===== src/rtl/spi_slave_gen.sv =====
// spi_slave_gen: system-clock-synchronous SPI slave bridging a serial master to the
// single-port RAM command interface.
//
// A frame is 2 + DATA_W bits: a 2-bit command (cmd[1] first) followed by the payload.
// Every rising clk edge with SS_n low moves one bit. Completed frames appear on rx_data
// with a one-cycle rx_valid strobe. A read-data command (11) that follows a read-address
// command (10) waits for tx_valid, then shifts the returned word out on MISO.
// Protocol problems raise a one-cycle frame_err: SS_n released mid-frame, read data
// without a prior read address, or a response timeout.
//
// Parameters:
//   DATA_W     payload / RAM word width (>= 2)
//   LSB_FIRST  0: payload MSB-first on MOSI and MISO; 1: LSB-first on both
//   TX_TIMEOUT cycles allowed in WAIT_TX before the response is declared lost (>= 1)
//
// Ports:
//   clk        system clock, rising edge
//   rst_n      synchronous active-low reset
//   SS_n       slave select, active-low
//   MOSI       serial data in
//   tx_valid   RAM read data valid (only honoured while waiting for a response)
//   tx_data    RAM read data
//   MISO       serial data out, registered
//   rx_valid   one-cycle strobe, rx_data holds a complete frame
//   rx_data    {cmd[1:0], payload}, MSB is always the first command bit
//   frame_err  one-cycle strobe on abort, sequence or timeout error

module spi_slave_gen #(
  parameter int unsigned DATA_W     = 8,
  parameter int unsigned LSB_FIRST  = 0,
  parameter int unsigned TX_TIMEOUT = 16
) (
  input  logic              clk,
  input  logic              rst_n,
  input  logic              SS_n,
  input  logic              MOSI,
  input  logic              tx_valid,
  input  logic [DATA_W-1:0] tx_data,
  output logic              MISO,
  output logic              rx_valid,
  output logic [DATA_W+1:0] rx_data,
  output logic              frame_err
);

  localparam int unsigned N    = DATA_W + 2;
  localparam int unsigned CntW = $clog2(N + 1);
  localparam int unsigned IdxW = $clog2(N);
  localparam int unsigned ToW  = $clog2(TX_TIMEOUT + 1);

  typedef enum logic [2:0] {
    StIdle,
    StRx,
    StWaitTx,
    StTx,
    StDone
  } state_e;

  state_e            state_q;
  logic [CntW-1:0]   bit_cnt_q;
  logic [ToW-1:0]    to_cnt_q;
  logic [N-1:0]      shift_q;
  logic              rd_addr_seen_q;

  logic [IdxW-1:0]   rx_pos;
  logic [N-1:0]      rx_shift_next;
  logic [1:0]        rx_cmd;
  logic              tx_bit;
  logic [ToW-1:0]    to_cnt_inc;

  // The receive register is cleared at frame start, so each bit is written straight to
  // its final position. Command bits always fill the top two positions in arrival order;
  // in LSB-first mode payload bit i arrives as frame bit i + 2 and lands at index i.
  always_comb begin
    rx_pos = IdxW'(CntW'(N - 1) - bit_cnt_q);
    if (LSB_FIRST != 0 && bit_cnt_q >= CntW'(2)) begin
      rx_pos = IdxW'(bit_cnt_q - CntW'(2));
    end
    rx_shift_next         = shift_q;
    rx_shift_next[rx_pos] = MOSI;
    rx_cmd                = rx_shift_next[N-1:N-2];
  end

  // Transmit word sits in the low DATA_W bits of the shared shift register.
  always_comb begin
    tx_bit     = (LSB_FIRST != 0) ? shift_q[0] : shift_q[DATA_W-1];
    to_cnt_inc = to_cnt_q + ToW'(1);
  end

  always_ff @(posedge clk) begin
    if (!rst_n) begin
      state_q        <= StIdle;
      bit_cnt_q      <= '0;
      to_cnt_q       <= '0;
      shift_q        <= '0;
      rd_addr_seen_q <= 1'b0;
      MISO           <= 1'b0;
      rx_valid       <= 1'b0;
      rx_data        <= '0;
      frame_err      <= 1'b0;
    end else begin
      rx_valid  <= 1'b0;
      frame_err <= 1'b0;

      unique case (state_q)
        StIdle: begin
          // The edge that sees SS_n fall only opens the frame; no bit is taken here.
          if (!SS_n) begin
            state_q   <= StRx;
            bit_cnt_q <= '0;
            shift_q   <= '0;
            rx_data   <= '0;
          end
        end

        StRx: begin
          if (SS_n) begin
            state_q   <= StIdle;
            MISO      <= 1'b0;
            frame_err <= 1'b1;
          end else begin
            shift_q <= rx_shift_next;
            if (bit_cnt_q == CntW'(N - 1)) begin
              rx_data <= rx_shift_next;
              unique case (rx_cmd)
                2'b00, 2'b01: begin
                  rx_valid <= 1'b1;
                  state_q  <= StDone;
                end
                2'b10: begin
                  rx_valid       <= 1'b1;
                  rd_addr_seen_q <= 1'b1;
                  state_q        <= StDone;
                end
                2'b11: begin
                  if (rd_addr_seen_q) begin
                    rx_valid       <= 1'b1;
                    rd_addr_seen_q <= 1'b0;
                    to_cnt_q       <= '0;
                    state_q        <= StWaitTx;
                  end else begin
                    frame_err <= 1'b1;
                    state_q   <= StDone;
                  end
                end
                default: state_q <= StDone;
              endcase
            end else begin
              bit_cnt_q <= bit_cnt_q + CntW'(1);
            end
          end
        end

        StWaitTx: begin
          // A response arriving on the expiry edge still wins over the timeout.
          if (SS_n) begin
            state_q   <= StIdle;
            MISO      <= 1'b0;
            frame_err <= 1'b1;
          end else if (tx_valid) begin
            shift_q   <= {2'b00, tx_data};
            bit_cnt_q <= '0;
            state_q   <= StTx;
          end else begin
            to_cnt_q <= to_cnt_inc;
            if (to_cnt_inc == ToW'(TX_TIMEOUT)) begin
              frame_err <= 1'b1;
              state_q   <= StDone;
            end
          end
        end

        StTx: begin
          if (SS_n) begin
            state_q   <= StIdle;
            MISO      <= 1'b0;
            frame_err <= 1'b1;
          end else if (bit_cnt_q == CntW'(DATA_W)) begin
            MISO    <= 1'b0;
            state_q <= StDone;
          end else begin
            MISO      <= tx_bit;
            bit_cnt_q <= bit_cnt_q + CntW'(1);
            if (LSB_FIRST != 0) begin
              shift_q <= {1'b0, shift_q[N-1:1]};
            end else begin
              shift_q <= {shift_q[N-2:0], 1'b0};
            end
          end
        end

        StDone: begin
          if (SS_n) begin
            state_q <= StIdle;
          end
        end

        default: state_q <= StIdle;
      endcase
    end
  end

endmodule


===== config.mk =====
export PLATFORM = sky130hd
export DESIGN_NAME = spi_slave_gen
export DESIGN_NICKNAME = d
export VERILOG_FILES = /design/src/rtl/spi_slave_gen.sv
export SDC_FILE = /design/constraint.sdc
export NUM_CORES = 1
export LEC_CHECK = 0
export ABC_AREA = 1
export ABC_CLOCK_PERIOD_IN_PS = 1580
export CAP_MARGIN = 20
export CORE_ASPECT_RATIO = 0.6
export CORE_UTILIZATION = 50
export DETAILED_ROUTE_END_ITERATION = 12
export PLACE_DENSITY_LB_ADDON = 0.05
export SYNTH_ARGS = -nofsm -noshare
export SYNTH_HDL_FRONTEND = slang
export SYNTH_SLANG_ARGS = --single-unit

===== constraint.sdc =====
create_clock -name clk -period 1.58 [get_ports clk]
set_input_delay 0.474 -clock clk [delete_from_list [all_inputs] [get_ports clk]]
set_output_delay 0.474 -clock clk [all_outputs]
set_load 0.05 [all_outputs]

Yosys cells after proc, flatten, opt, wreduce, memory -nomap -nowiden
Index checks and enable logic that the tools add are counted.

word-level totals
  output and inout bits = 13
  bits of input ports = 13
  word-level logic and storage cells = 118
  bits in registers = 36

operators by class
  mux-type cells = 56
  order comparisons = 2
  reductions and logical operators = 18
  add/subtract/negate cells = 3
  equal/unequal tests = 26
  bitwise gates (word level) = 4

operators with widths
  cell                                                        number
  two-way mux 10 bit                                          8
  case mux 10 bit (4 select lines)                            1
  two-way mux 3 bit                                           10
  two-way mux 5 bit                                           6
  two-way mux 4 bit                                           7
  != test 2 bit, second input constant                        12
  case mux 10 bit (2 select lines)                            1
  case mux 4 bit (4 select lines)                             1
  case mux 3 bit (5 select lines)                             1
  AND reduction 7 bit                                         2
  two-way mux 1 bit                                           13
  bitwise mux 10 bit                                          1
  case mux 5 bit (2 select lines)                             1
  equality test 4 bit, second input constant                  2
  AND reduction 4 bit                                         2
  AND reduction 8 bit                                         1
  nonzero test 2 bit                                          4
  equality test 3 x 2 -> 1 bit, second input constant         2
  != test 3 bit, second input constant                        2
  case mux 1 bit (2 select lines)                             3
  case mux 3 bit (2 select lines)                             1
  adder 5 x 1 -> 5 bit, second input constant                 1
  equality test 5 bit, second input constant                  1
  less-than comparator 4 x 5 -> 1 bit, second input constant  1
  other kinds (21)                                            25

Longest topological paths before layout
Gate-level depths: netlist of run 1.

  word-level depth = 12
  mapped depth = 13
  mapped depth without buffers = 13

Worst setup path after synthesis of run 1
OpenSTA, ideal clock, no wires.

  path kind = register -> register
  start = reg bit_cnt_q[1]
  end = reg to_cnt_q[0]
  data arrival time = 1624 ps
  required time = 1465 ps
  setup slack = -159 ps
  cell stages (with the launch flop) = 11
  buffers on the path = 0
  library setup time = 115 ps
  period minus slack after synthesis = 1739 ps
  path through = dfxtp_1 -> inv_1 -> ha_1 -> inv_1 -> nand4_1 -> nand2_1 -> nand2_1 -> nand3_1 -> nand2_1 -> a21oi_1 -> nor2_1

on the way
  word-level cells in the longest chain between the ends = 9
  elaborated cells between the ends (all ways) = 12
  classes of those cells = 1 x add/sub; 2 x order compare; 4 x eq/ne; 3 x mux; 2 x reduce/logical

ends and longest elaborated chain
  element                                                                                                                  line  source
  start, declared                                                                                                          59    logic [CntW-1:0] bit_cnt_q;
  start signal, assigned                                                                                                   148   bit_cnt_q <= bit_cnt_q + CntW'(1);
  start signal, assigned                                                                                                   182   bit_cnt_q <= bit_cnt_q + CntW'(1);
  subtractor 4 bit                                                                                                         74    rx_pos = IdxW'(CntW'(N - 1) - bit_cnt_q);
  less-than comparator 4 x 5 -> 1 bit (not written as such) or greater-or-equal comparator 4 x 1 -> 1 bit (tied branches)  79    rx_shift_next[rx_pos] = MOSI;
  logical AND 1 bit (not written as such)                                                                                  79
  two-way mux 1 bit (not written as such)                                                                                  79
  demux 1 bit (select 4 bit)                                                                                               79
  bitwise mux 10 bit                                                                                                       79
  equality test 2 bit                                                                                                      124   unique case (rx_cmd)
  != test 2 bit (no source line)                                                                                           n/a
  AND reduction 7 bit (no source line) (*)                                                                                 n/a
  end signal, assigned                                                                                                     164   to_cnt_q <= to_cnt_inc;
  end, declared                                                                                                            60    logic [ToW-1:0] to_cnt_q;

Every way passes the cells marked *; elsewhere a longest branch is shown, timed or not.
A chain may end at the register's enable or synchronous reset.

Worst setup path in the final report of run 1
  start = reg bit_cnt_q[1]
  end = reg rd_addr_seen_q

on the way
  word-level cells in the longest chain between the ends = 9
  elaborated cells between the ends (all ways) = 13
  classes of those cells = 1 x add/sub; 2 x order compare; 3 x eq/ne; 4 x mux; 3 x reduce/logical

ends and longest elaborated chain
  element                                                                                                                  line  source
  subtractor 4 bit                                                                                                         74
  less-than comparator 4 x 5 -> 1 bit (not written as such) or greater-or-equal comparator 4 x 1 -> 1 bit (tied branches)  79
  logical AND 1 bit (not written as such)                                                                                  79
  two-way mux 1 bit (not written as such)                                                                                  79
  demux 1 bit (select 4 bit)                                                                                               79
  bitwise mux 10 bit                                                                                                       79
  equality test 2 bit                                                                                                      124
  nonzero test 2 bit (no source line)                                                                                      n/a
  AND reduction 4 bit (no source line)                                                                                     n/a
  end signal, assigned                                                                                                     95    rd_addr_seen_q <= 1'b0;
  end signal, assigned                                                                                                     131   rd_addr_seen_q <= 1'b1;
  end signal, assigned                                                                                                     137   rd_addr_seen_q <= 1'b0;
  end, declared                                                                                                            62    logic rd_addr_seen_q;

Several ways; a longest one is shown, not always the timed one.

==> implementation parameters, run 1 <==
Parameter                              Value

Run status
  Status    finished, violations left
  Violations in the final reports    negative setup slack

Floorplan
  DIE HEIGHT    53.0 µm
  Top-level port count    26
  Count of standard-cell rows    18
  Initial standard-cell utilization of the core    52.4%
  Width of the chip    87.1 µm
  Total die area    4620 µm²
  Area of the core    4140 µm²

Detailed routing
  Post-DR wirelength/cell    15.5 µm
  Initial DRC Count    322
  Ratio of routed vias to standard cells    5.52
  DRC violations left    0
  DRT antenna net count    0
  Detailed Routing Iterations Pass 1    5
  Vias post-DR    2600
  Aggregate routed wire length    7280 µm

Synth
  Synthesized area    2170 µm²
  Number of flip-flops and latches in the synthesized netlist    36
  Primary FF master, synth    sky130_fd_sc_hd__dfxtp_1
  Unique masters post-synth    29
  Synth top area cells    sky130_fd_sc_hd__dfxtp_1 33%, sky130_fd_sc_hd__nand2_1 18%, sky130_fd_sc_hd__inv_1 7.3%
  Number of enable-type register cells in the synthesized netlist    0
  Proportion of netlist area held by the largest area contributor    33.2%
  Top cell type by total area after synthesis    sky130_fd_sc_hd__dfxtp_1
  Count of mapped cells out of synthesis    336
  Total nets after synthesis    357
  Syn. warnings    0
  Fraction of registers with async set/reset    0%
  Sequential-to-total area share from yosys stat    33.2%
  Synthesized area per cell    6.46 µm²

Placed design
  Post-detail-place hpwl    4620 µm
  Number of buffers added on ports    25
  # placed instances    454
  Total cell area at the placement stage    2920 µm²
  Placer Congestion    0.903
  Post-place setup slack    -0.399 ns

Finish
  Proportion of layout cells with a drive suffix above 1    36.7%
  Antenna diode count    0
  Non-filler instance count after layout    471
  Post-layout instance area    3440 µm²
  Seq. cell area    728 µm²
  Final standard cell utilization of the core    83.1%
  Post-layout net count    431
  Multi-input gate area in the final layout    1530 µm²
  Layout Area Growth over Synthesis    58.6%
  Number of inserted filler cells in the final layout    276

Global route
  Number of antenna violations at the first check in global routing    0
  Pin count of the biggest net entering global routing    21
  Final global-route overflow total    0
  Via count of the first global-routing pass    2118
  All-Layer GR Usage    30.4%
  First-pass GRT wire length    10300 µm

Critical path
  Reg-to-reg critical path endpoint    rd_addr_seen_q
  Worst EP arrival    1.87 ns
  Critical path endpoint category    flop
  Critical Setup Path Class    reg2reg
  Internal reg-to-reg setup slack    -0.10 ns
  Data required time of the worst path    1.76 ns
  CP max FO    5
  RR Startpoint    bit_cnt_q[1]
  Setup crit start kind    flop
  Worst-case reg-to-reg path depth    11

Timing
  Final cycle utilization of the critical path    107%
  Slew headroom    79.2%
  RSZ-0062 raised after global routing    yes
  Final-report max-slew violation count    0
  Clock period minus final worst setup slack    1.68 ns
  Final Hold Violating Endpoints    0
  Worst clock skew    0.00692 ns
  Worst setup margin    -0.104 ns
  Number of failing setup endpoints in the final timing report    33
  Max Clock Freq    594 MHz
  Slew at the pin closest to its max-slew limit    0.309 ns

Clocking
  Clock latency reported for the late side of the worst-skew pair    0.29 ns
  Clock Pin Slew Worst Setup and Hold Paths    0.08 ns
  # clock sinks    36
  Master cell of the clock root buffer    sky130_fd_sc_hd__clkbuf_8
  TritonCTS clock tree    built
  Number of CTS-inserted buffers    5
  H-tree Lvls    2
  CTS Hold Bufs    0
  Largest buffer count on any clock path    2

Power
  Power Dens Cells    703 nW/µm²
  Static leakage    1.47 nW
  Peak supply drop    0.000519 V
  Total power    2.42 mW

Job
  Maximum Capacitance Violations    0

Worst hold path
  End of the worst hold path    shift_q[4]
  Hold wc startpoint    shift_q[4]
  Tightest Hold Check Type    reg2reg
  Hold Crit Depth    2
[cells in the final DEF, fill, tap and decap left out, types with 3 or more instances in the layout]
| cell | count |
|---|---|
| sky130_fd_sc_hd__nand3_1 | 17 |
| sky130_fd_sc_hd__dfxtp_1 | 30 |
| sky130_fd_sc_hd__a21oi_2 | 9 |
| sky130_fd_sc_hd__nand3_4 | 3 |
| sky130_fd_sc_hd__a21oi_1 | 17 |
| sky130_fd_sc_hd__clkdlybuf4s50_1 | 11 |
| sky130_fd_sc_hd__nand2_4 | 4 |
| sky130_fd_sc_hd__nand2_2 | 17 |
| sky130_fd_sc_hd__nor2_4 | 7 |
| sky130_fd_sc_hd__inv_1 | 36 |
| sky130_fd_sc_hd__nand2_1 | 90 |
| sky130_fd_sc_hd__nor2_1 | 14 |
| sky130_fd_sc_hd__ha_1 | 5 |
| sky130_fd_sc_hd__buf_12 | 16 |
| sky130_fd_sc_hd__o211ai_1 | 10 |
| sky130_fd_sc_hd__buf_6 | 7 |
| sky130_fd_sc_hd__inv_2 | 9 |
| sky130_fd_sc_hd__nand3_2 | 9 |
| sky130_fd_sc_hd__clkbuf_8 | 5 |
| sky130_fd_sc_hd__dfxtp_2 | 6 |
| sky130_fd_sc_hd__o21ai_1 | 6 |
| sky130_fd_sc_hd__nor2_2 | 4 |
| sky130_fd_sc_hd__o21ai_0 | 12 |
| sky130_fd_sc_hd__nand4_1 | 6 |
| sky130_fd_sc_hd__buf_4 | 37 |
[layout make-up]
| type | instances | area share (%) |
|---|---|---|
| well taps | 60 | 2.18 |
| repair buffers | 73 | 23.8 |
| clock inverters | 2 | 1.02 |
| clock buffers | 6 | 2.11 |
| flip-flops and latches | 36 | 21.1 |
| inverters | 47 | 5.27 |
| multi-input cells | 247 | 44.4 |
[power by group]
group / switching [mW] / total, mW / internal (mW)
registers: 0.0380 / 0.978 / 0.940
clock network: 0.346 / 0.814 / 0.469
logic: 0.341 / 0.629 / 0.288
total: 0.725 / 2.42 / 1.70
[timing repair]
| action | 4_1_cts | 5_1_grt |
|---|---|---|
| resized for setup | 34 | 52 |
| pin swaps | 14 | 21 |
| gates cloned | 2 | 2 |
| endpoints found under the setup margin | 34 | 34 |
| buffers inserted | 3 | 2 |
[sequential cells by signal, indices dropped and copies added (netlist names)]
signal	flops
rx_data	10
shift_q	10
to_cnt_q	5
bit_cnt_q	4
state_q	3
MISO	1
frame_err	1
rd_addr_seen_q	1
rx_valid	1
[how the worst max path moves through the flow]
stage / slack [ns] / from / cells after the start / endpoint
after floorplan: 0.009 / bit_cnt_q[1] / 9 / to_cnt_q[0]
after global placement: -0.36 / MOSI / 8 / to_cnt_q[1]
after detailed placement: -0.40 / MOSI / 8 / to_cnt_q[2]
after CTS: -0.007 / bit_cnt_q[2] / 12 / state_q[1]
after global routing: -0.18 / bit_cnt_q[1] / 12 / shift_q[8]
final: -0.10 / bit_cnt_q[1] / 11 / rd_addr_seen_q
[logic make-up (layout without fill, tap and decap cells)]
family	count (synthesis)	in the layout	synth area share, %
and+or+nand+nor	176	178	35.8
AOI/OAI and AO/OA	58	58	15.0
buffers and inverters	55	128	10.1
DFF	36	36	33.2
adders and majority gates	8	8	4.61
xor gates and xnor gates	3	3	1.21
[metrics by stage]
stage | hold WS (ns) | setup TNS (ns)
3_3_place_gp | 0.451 | -9.01
5_1_grt | 0.486 | -3.46
6_report | 0.475 | -0.910
2_1_floorplan | 0.444 | 0
4_1_cts | 0.472 | -0.0102
3_5_place_dp | 0.461 | -9.98
[worst max-delay path, stage by stage, from the launching register on]
cell	delay [ns]
sky130_fd_sc_hd__dfxtp_2	0.34
sky130_fd_sc_hd__inv_2	0.05
sky130_fd_sc_hd__ha_4	0.17
sky130_fd_sc_hd__inv_2	0.06
sky130_fd_sc_hd__nand2_2	0.06
sky130_fd_sc_hd__nand2_4	0.11
sky130_fd_sc_hd__nand4_1	0.15
sky130_fd_sc_hd__buf_4	0.19
sky130_fd_sc_hd__buf_4	0.12
sky130_fd_sc_hd__buf_4	0.13
sky130_fd_sc_hd__a21oi_2	0.16
sky130_fd_sc_hd__a211oi_2	0.05
[cells in the mapped netlist (2+ instances only)]
master                     instances
sky130_fd_sc_hd__inv_1            42
sky130_fd_sc_hd__ha_1              8
sky130_fd_sc_hd__o211ai_1         10
sky130_fd_sc_hd__nand3_1          29
sky130_fd_sc_hd__nor3_1            3
sky130_fd_sc_hd__nand2_1         104
sky130_fd_sc_hd__inv_2             4
sky130_fd_sc_hd__a21oi_1          26
sky130_fd_sc_hd__nand2_2           5
sky130_fd_sc_hd__clkbuf_1          2
sky130_fd_sc_hd__o21ai_0          18
sky130_fd_sc_hd__buf_4             2
sky130_fd_sc_hd__nand4_1           6
sky130_fd_sc_hd__nor3b_1           2
sky130_fd_sc_hd__buf_2             3
sky130_fd_sc_hd__nor2_1           20
sky130_fd_sc_hd__nor2_2            2
sky130_fd_sc_hd__xor2_1            2
sky130_fd_sc_hd__nor2_4            3
sky130_fd_sc_hd__dfxtp_1          36
[per-layer routing]
| metal | GRT usage, % | wire [µm] | part of all wire (%) | vias to the layer above |
|---|---|---|---|---|
| met5 | 0 | 0 | 0 | - |
| met4 | 8.33 | 122 | 1.7 | 0 |
| met3 | 7.96 | 779 | 11 | 16 |
| met2 | 42.1 | 3030 | 42 | 151 |
| met1 | 45.3 | 3340 | 46 | 1200 |
| li1 | - | - | - | 1233 |
Power figures use the tool's default switching activity.
==> inputs of run 2 (changes only) <==
ABC_CLOCK_PERIOD_IN_PS = 1500   (was 1580)
clock period = 1.5 ns   (was 1.58 ns; I/O delays follow)
==> implementation parameters, run 2 (synthesis gave the netlist of run 1 again) <==
Parameter                              Value

Placed design
  # placed instances    455
  Post-place setup slack    -0.369 ns
  Number of buffers added on ports    25
  Placer Congestion    0.887
  Post-detail-place hpwl    4700 µm
  Total cell area at the placement stage    2990 µm²

Global route
  Pin count of the biggest net entering global routing    14
  Via count of the first global-routing pass    2447
  Number of antenna violations at the first check in global routing    0
  Final global-route overflow total    0
  All-Layer GR Usage    36.7%
  First-pass GRT wire length    12300 µm

Detailed routing
  DRT antenna net count    0
  DRC violations left    0
  Post-DR wirelength/cell    20.4 µm
  Vias post-DR    2983
  Detailed Routing Iterations Pass 1    5
  Initial DRC Count    442
  Ratio of routed vias to standard cells    6.16
  Aggregate routed wire length    9890 µm

Timing
  Worst clock skew    0.0127 ns
  Slew headroom    78.8%
  Max Clock Freq    546 MHz
  Number of failing setup endpoints in the final timing report    36
  Final Hold Violating Endpoints    0
  Clock period minus final worst setup slack    1.83 ns
  RSZ-0062 raised after global routing    yes
  Worst setup margin    -0.333 ns
  Slew at the pin closest to its max-slew limit    0.317 ns
  Final cycle utilization of the critical path    122%
  Final-report max-slew violation count    0

Finish
  Non-filler instance count after layout    484
  Leading registers by flop count    rx_data x10, shift_q x10, to_cnt_q x5
  Leading cell type in the layout, fill and taps excluded    sky130_fd_sc_hd__nand2_1
  Layout Area Growth over Synthesis    72.6%
  Number of inserted filler cells in the final layout    181
  Commonest cells after routing, fill and taps aside    72 x sky130_fd_sc_hd__nand2_1, 44 x sky130_fd_sc_hd__buf_4, 34 x sky130_fd_sc_hd__inv_1
  Post-layout net count    444
  Multi-input gate area in the final layout    1670 µm²
  Proportion of layout cells with a drive suffix above 1    45.5%
  Seq. cell area    736 µm²
  Antenna diode count    0
  Post-layout instance area    3750 µm²

Run status
  Violations in the final reports    negative setup slack
  Status    finished, violations left

Critical path
  Largest stage delay, worst path    0.36 ns
  Critical path's top delay family    simple AND/OR/NAND/NOR gates
  Data required time of the worst path    1.74 ns
  Slowest cell on the critical path    sky130_fd_sc_hd__dfxtp_2
  RR Startpoint    bit_cnt_q[2]
  Reg-to-reg critical path endpoint    shift_q[7]
  Setup crit start kind    flop
  CP max FO    4
  Critical Setup Path Class    reg2reg
  Buffer and inverter count on the worst path    2
  Crit-path most repeated cell    sky130_fd_sc_hd__nand2_1
  Critical path endpoint category    flop
  Worst EP arrival    2.07 ns
  Worst-case reg-to-reg path depth    11
  Internal reg-to-reg setup slack    -0.33 ns
  Cell chain of the critical path    inv_2 -> ha_4 -> inv_2 -> nand2_1 -> nand2_1 -> nand2_1 -> o21ai_1 -> nand3_1 -> nand3_1 -> nand2_1 -> a21oi_1

Worst hold path
  Hold Crit Depth    2
  End of the worst hold path    shift_q[3]
  Hold wc startpoint    shift_q[3]
  Tightest Hold Check Type    reg2reg

Clocking
  Largest buffer count on any clock path    2
  TritonCTS clock tree    built
  Number of CTS-inserted buffers    5
  Clock Pin Slew Worst Setup and Hold Paths    0.08 ns
  Clock latency reported for the late side of the worst-skew pair    0.31 ns
  H-tree Lvls    2
  Master cell of the clock root buffer    sky130_fd_sc_hd__clkbuf_8
  CTS Hold Bufs    0
  # clock sinks    36

Floorplan
  Width of the chip    87.1 µm
  Top-level port count    26
  DIE HEIGHT    53.0 µm
  Initial standard-cell utilization of the core    52.4%
  Total die area    4620 µm²
  Count of standard-cell rows    18
  Area of the core    4140 µm²

Power
  Peak supply drop    0.000640 V
  Static leakage    1.59 nW
  Power Dens Cells    727 nW/µm²

Job
  Maximum Capacitance Violations    0
[run 2: worst register-to-register path, delay by kind of cell, from the launching register on]
family                   cells  cell delay (ns)
flip-flops                   1             0.36
buffers and inverters        2             0.14
AND/OR/NAND/NOR              6             0.77
AO/OA/AOI/OAI                2             0.32
adder cells (fa/ha/maj)      1             0.18
[run 2: stage by stage]
stage	util [%]	power, mW	setup TNS, ns	hold WS, ns
after floorplan	-	1.33	0	0.444
after global placement	72.2	1.59	-9.76	0.452
after detailed placement	72.2	1.60	-10.19	0.463
after CTS	83.2	2.56	-2.05	0.473
after global routing	90.4	2.79	-9.62	0.504
final	90.4	2.72	-8.61	0.474
[run 2: repair_timing]
action                                 CTS  global route
resized for setup                       61            68
setup endpoints to repair               36            36
endpoints found under the hold margin    0             0
setup buffers                            8             9
pin swaps                               20            34
cloned                                   5             1
[run 2: layout make-up]
cell class	instances	share of cell area [%]
multi-input combinational	248	44.5
timing repair buffer	85	26.0
sequential	36	19.6
inverter	47	4.91
tap	60	2.00
clock buffer	5	1.84
clock inverter	3	1.14
[run 2: power by group]
group | internal [mW] | switching [mW]
combinational | 0.360 | 0.438
sequential | 0.989 | 0.0399
clock | 0.492 | 0.406
[run 2: worst max path at each step]
stage,from,endpoint,slack (ns),cells after the start
2_1_floorplan,state_q[2],to_cnt_q[0],0.001,10
3_3_place_gp,SS_n,shift_q[3],-0.33,7
3_5_place_dp,SS_n,shift_q[7],-0.37,7
4_1_cts,bit_cnt_q[1],rx_data[4],-0.11,11
5_1_grt,bit_cnt_q[1],shift_q[8],-0.37,11
6_report,bit_cnt_q[2],shift_q[7],-0.33,11
[run 2: metal layers]
layer | share of wire, % | vias to the layer above | track usage, %
li1 | - | 1259 | -
met1 | 38 | 1318 | 46.6
met2 | 42 | 308 | 59.4
met3 | 13 | 98 | 9.67
met4 | 6.4 | 0 | 15.0
met5 | 0 | - | 0
==> inputs of run 3 (changes only) <==
PLACE_DENSITY = 0.74   (was default)
PLACE_DENSITY_LB_ADDON = default   (was 0.05)
==> implementation parameters, run 3 (synthesis gave the netlist of run 1 again) <==
Parameter                              Value

Run status
  Status    finished, violations left
  Violations in the final reports    negative setup slack

Worst hold path
  Tightest Hold Check Type    reg2reg

Critical path
  Buffer and inverter count on the worst path    3
  CP max FO    6
  Critical path's top delay family    simple AND/OR/NAND/NOR gates
  Worst EP arrival    1.98 ns
  Critical path endpoint category    flop
  Slowest cell on the critical path    sky130_fd_sc_hd__dfxtp_2
  Cell chain of the critical path    inv_4 -> ha_4 -> inv_6 -> nand4_1 -> nand2_1 -> nand2_2 -> buf_4 -> nand4_1 -> nand2_1 -> nand2_1 -> a21oi_1
  Setup crit start kind    flop
  Critical Setup Path Class    reg2reg
  Data required time of the worst path    1.71 ns
  Largest stage delay, worst path    0.36 ns
  Crit-path most repeated cell    sky130_fd_sc_hd__nand2_1

Clocking
  Clock Pin Slew Worst Setup and Hold Paths    0.07 ns
  TritonCTS clock tree    built
  Largest buffer count on any clock path    2
  Clock latency reported for the late side of the worst-skew pair    0.30 ns
  Number of CTS-inserted buffers    5
  # clock sinks    36
  Master cell of the clock root buffer    sky130_fd_sc_hd__clkbuf_8
  CTS Hold Bufs    0
  H-tree Lvls    2

Floorplan
  Total die area    4620 µm²
  Initial standard-cell utilization of the core    52.4%
  Width of the chip    87.1 µm
  Top-level port count    26
  Area of the core    4140 µm²
  DIE HEIGHT    53.0 µm
  Count of standard-cell rows    18

Finish
  Post-layout net count    438
  Leading registers by flop count    rx_data x10, shift_q x10, to_cnt_q x5
  Commonest cells after routing, fill and taps aside    86 x sky130_fd_sc_hd__nand2_1, 45 x sky130_fd_sc_hd__buf_4, 35 x sky130_fd_sc_hd__inv_1
  Number of inserted filler cells in the final layout    221
  Final standard cell utilization of the core    85.8%
  Proportion of layout cells with a drive suffix above 1    39.7%
  Leading cell type in the layout, fill and taps excluded    sky130_fd_sc_hd__nand2_1
  Antenna diode count    0
  Non-filler instance count after layout    478
  Layout Area Growth over Synthesis    63.8%
  Post-layout instance area    3560 µm²

Detailed routing
  Post-DR wirelength/cell    16.8 µm
  Aggregate routed wire length    8010 µm
  Vias post-DR    2726
  Ratio of routed vias to standard cells    5.70
  Initial DRC Count    229
  DRT antenna net count    0
  Detailed Routing Iterations Pass 1    6
  DRC violations left    0

Timing
  Slew headroom    77.6%
  Number of failing setup endpoints in the final timing report    34
  Slew at the pin closest to its max-slew limit    0.333 ns
  Worst clock skew    0.00237 ns
  Final Hold Violating Endpoints    0
  Final cycle utilization of the critical path    118%
  RSZ-0062 raised after global routing    yes
  Final-report max-slew violation count    0
  Max Clock Freq    566 MHz
  Clock period minus final worst setup slack    1.77 ns
  Worst setup margin    -0.266 ns

Power
  Power Dens Cells    729 nW/µm²
  Peak supply drop    0.000545 V
  Switching power total    0.805 mW
  Sequential share of power    39.8%
  Total power    2.59 mW
  Internal power    1.79 mW
  Static leakage    1.54 nW
  Logic pwr share    26.5%
  Clock network fraction of total power    33.7%
  Switching power share of the total    31.1%

Job
  Maximum Capacitance Violations    0

Global route
  Final global-route overflow total    0
  Pin count of the biggest net entering global routing    21
  Number of antenna violations at the first check in global routing    0
  All-Layer GR Usage    31.6%
  Via count of the first global-routing pass    2279
  First-pass GRT wire length    10700 µm

Placed design
  # placed instances    456
  Number of buffers added on ports    25
  Total cell area at the placement stage    2980 µm²
  Placer Congestion    0.937
  Post-place setup slack    -0.411 ns
  Post-detail-place hpwl    4380 µm
==> run 3: changes by cell type in the layout (fill, tap and decap cells not counted), moves of 2 or more <==
cell,delta
sky130_fd_sc_hd__o21ai_1,-2
sky130_fd_sc_hd__nand2_4,-2
sky130_fd_sc_hd__nand3_2,+2
sky130_fd_sc_hd__nand2_1,+14
sky130_fd_sc_hd__ha_2,-2
sky130_fd_sc_hd__dfxtp_1,+2
sky130_fd_sc_hd__dfxtp_2,-2
sky130_fd_sc_hd__buf_12,-4
sky130_fd_sc_hd__a21oi_1,+4
sky130_fd_sc_hd__o21ai_2,+3
sky130_fd_sc_hd__a21oi_2,-4
sky130_fd_sc_hd__nand2_2,-12
==> run 3: routing by layer <==
metal | wire length, µm | GRT usage (%) | share of wire [%] | vias up
met4 | 361 | 13.1 | 4.5 | 0
met3 | 836 | 7.64 | 10 | 45
li1 | - | - | - | 1250
met1 | 3160 | 39.9 | 39 | 1241
met2 | 3650 | 52.1 | 46 | 190
met5 | 0 | 0 | 0 | -
==> run 3: per-stage QoR <==
stage	hold slack (ns)	TNS, ns
6_report	0.476	-4.42
5_1_grt	0.488	-6.88
4_1_cts	0.472	-1.90
3_5_place_dp	0.462	-9.98
3_3_place_gp	0.452	-9.03
2_1_floorplan	0.444	0
==> run 3: power by group through the flow <==
stage / logic (mW) / clock network (mW) / registers (mW)
3_5_place_dp: 0.533 / 0 / 1.05
2_1_floorplan: 0.217 / 0 / 1.11
6_report: 0.686 / 0.874 / 1.03
3_3_place_gp: 0.524 / 0 / 1.05
4_1_cts: 0.613 / 0.878 / 1.03
5_1_grt: 0.719 / 0.910 / 1.03
==> run 3: what timing repair did <==
action | in CTS | in global routing
pin swaps | 18 | 23
setup endpoints to repair | 34 | 36
setup buffers | 4 | 6
endpoints found under the hold margin | 0 | 0
cloned | 5 | 0
gates resized for setup | 59 | 49
==> run 3: cell type report <==
cell class              count  area [µm²]  share of cell area (%)
well taps                  60        75.1                    2.11
repair buffers             79         840                    23.6
clock buffers               6        72.6                    2.04
flip-flops and latches     36         733                    20.6
multi-input cells         248        1610                    45.4
clock inverters             2        35.0                   0.985
inverters                  47         186                    5.24
==> run 3: path summary, 6_finish.rpt <==
path	startpoint	end	slack, ns	depth (start not counted)
min reg2reg	shift_q[1]	shift_q[1]	0.48	2
min	shift_q[1]	shift_q[1]	0.48	2
max reg2reg	bit_cnt_q[1]	state_q[1]	-0.27	11
max	bit_cnt_q[1]	state_q[1]	-0.27	11
==> run 3: worst reg2reg max path: stages, from the launching register on <==
cell and delay, ns:
sky130_fd_sc_hd__dfxtp_2 0.36, sky130_fd_sc_hd__inv_4 0.05, sky130_fd_sc_hd__ha_4 0.30, sky130_fd_sc_hd__inv_6 0.05, sky130_fd_sc_hd__nand4_1 0.12, sky130_fd_sc_hd__nand2_1 0.12, sky130_fd_sc_hd__nand2_2 0.16, sky130_fd_sc_hd__buf_4 0.15
sky130_fd_sc_hd__nand4_1 0.07, sky130_fd_sc_hd__nand2_1 0.07, sky130_fd_sc_hd__nand2_1 0.06, sky130_fd_sc_hd__a21oi_1 0.17
